`config.mk`:
```
export PLATFORM = sky130hd
export DESIGN_NAME = vram_rect_fill
export DESIGN_NICKNAME = d
export VERILOG_FILES = /design/src/rtl/vram_rect_fill.sv
export SDC_FILE = /design/constraint.sdc
export NUM_CORES = 1
export LEC_CHECK = 0
export CAP_MARGIN = 10
export CORE_UTILIZATION = 58
export DETAILED_ROUTE_END_ITERATION = 8
export GPL_ROUTABILITY_DRIVEN = 0
export HOLD_SLACK_MARGIN = 0.06
export PLACE_DENSITY = 0.86
export SETUP_SLACK_MARGIN = 0.05
export SLEW_MARGIN = 10
export SYNTH_ARGS = -nofsm -noshare
export SYNTH_HDL_FRONTEND = slang
export SYNTH_SLANG_ARGS = --single-unit
```
`constraint.sdc`:
```
create_clock -name iCLK -period 3.62 [get_ports iCLK]
set_clock_uncertainty 0.2 [all_clocks]
set_input_delay 0.362 -clock iCLK [delete_from_list [all_inputs] [get_ports iCLK]]
set_output_delay 0.362 -clock iCLK [all_outputs]
set_load 0.02 [all_outputs]
```
`src/rtl/vram_rect_fill.sv`:
```
// Rectangle-fill writer for the 256x256 RGB VRAM write port.
// Emits one clipped pixel write per clock in row-major order.
module vram_rect_fill #(
  parameter int COORD_W = 8,
  parameter int COLOR_W = 8
) (
  input  logic               iCLK,
  input  logic               iRST_N,
  input  logic               iCmd_valid,
  output logic               oCmd_ready,
  input  logic [COORD_W-1:0] iCmd_x0,
  input  logic [COORD_W-1:0] iCmd_y0,
  input  logic [COORD_W:0]   iCmd_w,
  input  logic [COORD_W:0]   iCmd_h,
  input  logic [COLOR_W-1:0] iCmd_r,
  input  logic [COLOR_W-1:0] iCmd_g,
  input  logic [COLOR_W-1:0] iCmd_b,
  input  logic               iAbort,
  output logic [COORD_W-1:0] oWrite_x,
  output logic [COORD_W-1:0] oWrite_y,
  output logic [COLOR_W-1:0] oWrite_r,
  output logic [COLOR_W-1:0] oWrite_g,
  output logic [COLOR_W-1:0] oWrite_b,
  output logic               oWrite_en,
  output logic               oBusy,
  output logic               oDone
);

  // state | meaning
  // IDLE  | waiting for a command, oCmd_ready high
  // FILL  | one pixel write per cycle
  // DONE  | single-cycle oDone pulse, then back to IDLE
  typedef enum logic [1:0] {S_IDLE, S_FILL, S_DONE} state_t;

  localparam logic [COORD_W+1:0] AREA  = {2'b01, {COORD_W{1'b0}}};
  localparam logic [COORD_W-1:0] ONE_C = 1;

  state_t             r_state, w_state_nxt;
  logic [COORD_W-1:0] r_x0, w_x0_nxt;
  logic [COORD_W-1:0] r_xend, w_xend_nxt;
  logic [COORD_W-1:0] r_yend, w_yend_nxt;
  logic [COORD_W-1:0] r_wx, w_wx_nxt;
  logic [COORD_W-1:0] r_wy, w_wy_nxt;
  logic [COLOR_W-1:0] r_r, w_r_nxt;
  logic [COLOR_W-1:0] r_g, w_g_nxt;
  logic [COLOR_W-1:0] r_b, w_b_nxt;
  logic               r_en, w_en_nxt;
  logic               r_busy, w_busy_nxt;
  logic               r_done, w_done_nxt;

  logic [COORD_W+1:0] w_sum_x, w_sum_y, w_eff_w, w_eff_h;
  logic [COORD_W-1:0] w_xend_new, w_yend_new;
  logic               w_empty, w_last_x, w_last_y;

  // Clip in COORD_W+2 bits so x0+w never overflows before the compare.
  assign w_sum_x = {2'b00, iCmd_x0} + {1'b0, iCmd_w};
  assign w_sum_y = {2'b00, iCmd_y0} + {1'b0, iCmd_h};
  assign w_eff_w = (w_sum_x > AREA) ? (AREA - {2'b00, iCmd_x0}) : {1'b0, iCmd_w};
  assign w_eff_h = (w_sum_y > AREA) ? (AREA - {2'b00, iCmd_y0}) : {1'b0, iCmd_h};
  assign w_empty = (w_eff_w == '0) || (w_eff_h == '0);

  // Modulo arithmetic is safe: a full-width span from 0 ends at all-ones.
  assign w_xend_new = iCmd_x0 + w_eff_w[COORD_W-1:0] - ONE_C;
  assign w_yend_new = iCmd_y0 + w_eff_h[COORD_W-1:0] - ONE_C;

  assign w_last_x = (r_wx == r_xend);
  assign w_last_y = (r_wy == r_yend);

  assign oCmd_ready = (r_state == S_IDLE);

  always_comb begin
    w_state_nxt = r_state;
    w_x0_nxt    = r_x0;
    w_xend_nxt  = r_xend;
    w_yend_nxt  = r_yend;
    w_wx_nxt    = r_wx;
    w_wy_nxt    = r_wy;
    w_r_nxt     = r_r;
    w_g_nxt     = r_g;
    w_b_nxt     = r_b;
    w_en_nxt    = 1'b0;
    w_done_nxt  = 1'b0;
    case (r_state)
      S_IDLE: begin
        if (iCmd_valid) begin
          w_x0_nxt   = iCmd_x0;
          w_xend_nxt = w_xend_new;
          w_yend_nxt = w_yend_new;
          if (w_empty) begin
            w_state_nxt = S_DONE;
            w_done_nxt  = 1'b1;
          end else begin
            w_state_nxt = S_FILL;
            w_wx_nxt    = iCmd_x0;
            w_wy_nxt    = iCmd_y0;
            w_r_nxt     = iCmd_r;
            w_g_nxt     = iCmd_g;
            w_b_nxt     = iCmd_b;
            w_en_nxt    = 1'b1;
          end
        end
      end
      S_FILL: begin
        if (iAbort || (w_last_x && w_last_y)) begin
          w_state_nxt = S_DONE;
          w_done_nxt  = 1'b1;
        end else if (w_last_x) begin
          w_wx_nxt = r_x0;
          w_wy_nxt = r_wy + ONE_C;
          w_en_nxt = 1'b1;
        end else begin
          w_wx_nxt = r_wx + ONE_C;
          w_en_nxt = 1'b1;
        end
      end
      S_DONE:  w_state_nxt = S_IDLE;
      default: w_state_nxt = S_IDLE;
    endcase
    w_busy_nxt = (w_state_nxt != S_IDLE);
  end

  always_ff @(posedge iCLK or negedge iRST_N) begin
    if (!iRST_N) begin
      r_state <= S_IDLE;
      r_x0    <= '0;
      r_xend  <= '0;
      r_yend  <= '0;
      r_wx    <= '0;
      r_wy    <= '0;
      r_r     <= '0;
      r_g     <= '0;
      r_b     <= '0;
      r_en    <= 1'b0;
      r_busy  <= 1'b0;
      r_done  <= 1'b0;
    end else begin
      r_state <= w_state_nxt;
      r_x0    <= w_x0_nxt;
      r_xend  <= w_xend_nxt;
      r_yend  <= w_yend_nxt;
      r_wx    <= w_wx_nxt;
      r_wy    <= w_wy_nxt;
      r_r     <= w_r_nxt;
      r_g     <= w_g_nxt;
      r_b     <= w_b_nxt;
      r_en    <= w_en_nxt;
      r_busy  <= w_busy_nxt;
      r_done  <= w_done_nxt;
    end
  end

  assign oWrite_x  = r_wx;
  assign oWrite_y  = r_wy;
  assign oWrite_r  = r_r;
  assign oWrite_g  = r_g;
  assign oWrite_b  = r_b;
  assign oWrite_en = r_en;
  assign oBusy     = r_busy;
  assign oDone     = r_done;

endmodule

```
==> metrics.md <==
| Metric | Value |
|---|---|
| Status | `complete, but fails checks` |
| Failing checks | `DRC, capacitance limit, setup timing` |
| Mapped cell area | `0.00555 mm²` |
| Worst R2R Path Depth | `8` |
| CP Max Fanout | `4` |
| CTS Root Cell | `clkbuf_8` |
| Vias in the first global route | `6387` |
| Slowest CP cell | `a2111oi_4` |
| Top_reg_cell synth | `dfrtp_1` |
| HP Class | `in2reg` |
| Static Leakage | `3.91 nW` |
| Minimum clock period | `4790 ps` |
| CTS tree | `done` |
| Worst VDD drop | `0.346 mV` |
| Max_cap viols | `1` |
| Slew HR | `1.07%` |
| Initial Util | `60.1%` |
| Die footprint | `0.00997 mm²` |
| Fmax | `0.209 GHz` |
| Cell mode on critical path | `buf_4` |
| Fraction of layout cells with a size suffix above 1 | `36.1%` |
| Antenna violations before repair | `3` |
| Pwr dens | `662 mW/mm²` |
| Die extent in x | `99.8 µm` |
| CP Capture Type | `register` |
| Critical path launch point type | `input pin` |
| Largest net degree at the start of global routing | `49` |
| R2r startpoint | `r_xend[3]` |
| CTS sink cnt | `69` |
| CTS H-tree lvls | `3` |
| HP Start | `iCmd_y0[0]` |
| Post-synthesis instance total | `593` |
| DRT iter0 DRCs | `1095` |
| Ranking of synthesized cells by area | `dfrtp_1 (31%), ha_1 (10%), mux2_4 (6.2%)` |
| Worst-margin pin slew | `1470 ps` |
| Clock latency on the worst-skew pair | `370 ps` |
| Num CTS Buffers | `9` |
| Post-synthesis sequential area ratio | `31.1%` |
| Final Setup Violations | `53` |
| Synth area leader | `dfrtp_1` |
| Worst EP required | `3640 ps` |
| First-pass GRT wire length | `33.4 mm` |
| Average cell area after synthesis | `9.36 µm²` |
| Synth Warn # | `0` |
| Worst R2R Setup Slack | `340 ps` |
| Hpwl dp | `12.8 mm` |
| DR WL/cell | `27.2 µm` |
| Syn-to-layout area delta | `55.5%` |
| Via count | `6743` |
| Slew Viols, Final | `0` |
| WP data arrival | `4810 ps` |
| Yosys top cell area share | `31.1%` |
| Final Hold Viols | `0` |
| I/O Buffers | `105` |
| NumNets Final | `949` |
| Worst-path clk slew | `70 ps` |
| Setup ws final | `-1170 ps` |
| Worst path cell trace | `dlygate4sd2_1, ha_4, nor2_2, a2111oi_4, buf_4, or3_1, a2111oi_4, nor4b_4, or3_4, mux2i_1, ha_1, inv_2, ha_4, inv_2, fa_2, nor2b_2, o21ai_2, nand2b_1, buf_4, buf_4, buf_4, buf_4, xnor2_2, o21ai_1` |
| Kind of critical path | `in2reg` |
| EDFF count, synth | `0` |
| Die H | `99.8 µm` |
| Final WL | `26.5 mm` |
| WHS Endpoint | `oWrite_y[0]` |
| Layout fillers | `270` |
| Asr flop ratio synth | `100%` |
| Antenna viol nets, final | `0` |
| WHS Path Cells | `3` |
| Setup tns final | `-18090 ps` |
| Mapped Nets | `705` |
| Synthesized flop and latch total | `69` |
| Gr ovfl total | `0` |
| Total Power | `5.72 mW` |
| DR vias/cell | `6.94` |
| TritonRoute pass-1 iters | `9` |
| Fin crit share | `132%` |
| RSZ-0062 raised after global routing | `true` |
| Gr usage total | `44.3%` |
| Io pins | `106` |
| Synth cell types | `70` |
| DRC errors left | `4` |
| Core footprint | `0.00924 mm²` |
| CTS Buffer Depth | `2` |
| Worst flop-to-flop path endpoint | `oWrite_y[6]` |
| Site Rows | `35` |
| Worst path max stage delay | `400 ps` |
[stage by stage]
step | instances | hold WS (ps) | cell area [µm²] | worst slack [ps] | utilization [%]
global placement | 922 | 271 | 7670 | -1570 | 83.0
finish | 972 | 253 | 8640 | -1170 | 93.5
floorplan | 593 | -134 | 5690 | -1040 | -
detailed placement | 922 | 276 | 7670 | -1770 | 83.0
CTS | 961 | 252 | 8410 | -884 | 91.0
global route | 971 | 274 | 8630 | -1340 | 93.4
[where the power goes]
group	total (mW)	internal, mW	switching, mW
Sequential	1.58	1.12	0.459
Clock	0.624	0.314	0.310
Combinational	3.51	1.72	1.80
Total	5.72	3.15	2.57
[final cells by class]
type / instances / area, µm² / share of cell area (%)
sequential: 69 / 1730 / 20.0
clock buffer: 11 / 131 / 1.52
timing repair buffer: 254 / 2310 / 26.8
inverter: 54 / 203 / 2.35
tap: 129 / 161 / 1.87
multi-input combinational: 449 / 4050 / 46.9
clock inverter: 4 / 50.0 / 0.579
antenna: 2 / 5.00 / 0.0579
[cells by family after synthesis]
family | Yosys count | synth area share (%)
adders and majority gates | 50 | 11.8
muxes | 48 | 11.0
AOI/OAI and AO/OA | 128 | 16.7
and+or+nand+nor | 170 | 15.3
DFF | 69 | 31.1
buffers and inverters | 75 | 5.63
xor gates and xnor gates | 53 | 8.36
[worst max-delay path by stage]
stage / from / endpoint / cells past startpoint
global route: iCmd_y0[3] / r_yend[5] / 24
finish: iCmd_h[3] / r_yend[5] / 24
CTS: iCmd_y0[0] / r_yend[7] / 24
global placement: iCmd_y0[0] / r_yend[7] / 26
detailed placement: iCmd_y0[0] / r_yend[7] / 23
floorplan: iCmd_y0[0] / r_yend[7] / 26
[cell usage in the layout, fill, tap and decap left out, drive strengths merged, types with 18 or more instances in the layout]
cell type / n
buf: 157
dfrtp: 69
mux2: 36
a21oi: 33
nand3: 20
xnor2: 35
nand2: 41
ha: 46
o21ai: 36
nor2: 47
xor2: 18
inv: 54
clkdlybuf4s50: 80
[sequential cells by signal, indices dropped and copies added, names as in the netlist]
signal,cells
oWrite_en,1
oBusy,1
oWrite_b,8
r_x0,8
r_state,2
oWrite_x,8
r_yend,8
oWrite_g,8
r_xend,8
oDone,1
oWrite_y,8
oWrite_r,8
[critical path: cells and delay by family]
family          cells  cell delay [ps]
buf+inv             8              950
mux                 1              290
simple gates        6             1300
xor+xnor            1              180
fa+ha+maj           4              990
compound gates      4              730
[Yosys cell counts, drive strengths merged (2+ instances only)]
cell     number
ha           46
nor2b         5
a2111oi       2
inv          54
o31ai         5
or3           3
and4b         2
nor4b         2
nand4         7
nand2b        7
o21ai        36
clkbuf       14
buf           7
dfrtp        69
o21a          4
a41oi         2
nand2        41
a21o         12
o221a         5
and2          3
fa            4
a221oi        2
and3          5
xnor2        35
nor2         47
nor3b         2
nor3         12
nor4         10
a211oi        6
o22ai         3
mux2i        12
nand3        20
mux2         36
or2           2
xor2         18
a21oi        33
a31oi         2
[routing by layer]
metal / vias to the layer above / GRT usage [%] / wire length (µm)
met5: - / 0 / 70
met4: 4 / 29.1 / 2980
met3: 336 / 9.82 / 3800
met2: 737 / 77.6 / 11700
met1: 3071 / 48.3 / 7930
li1: 2595 / - / -
[repair_timing]
action / in CTS / in global routing
resized for setup: 123 / 43
buffers inserted: 21 / 10
endpoints found under the hold margin: 46 / 0
pin swaps: 38 / 26
hold buffers: 1 / 0
setup endpoints to repair: 59 / 56
gates cloned: 2 / 0
(Power assumes the default switching activity.)
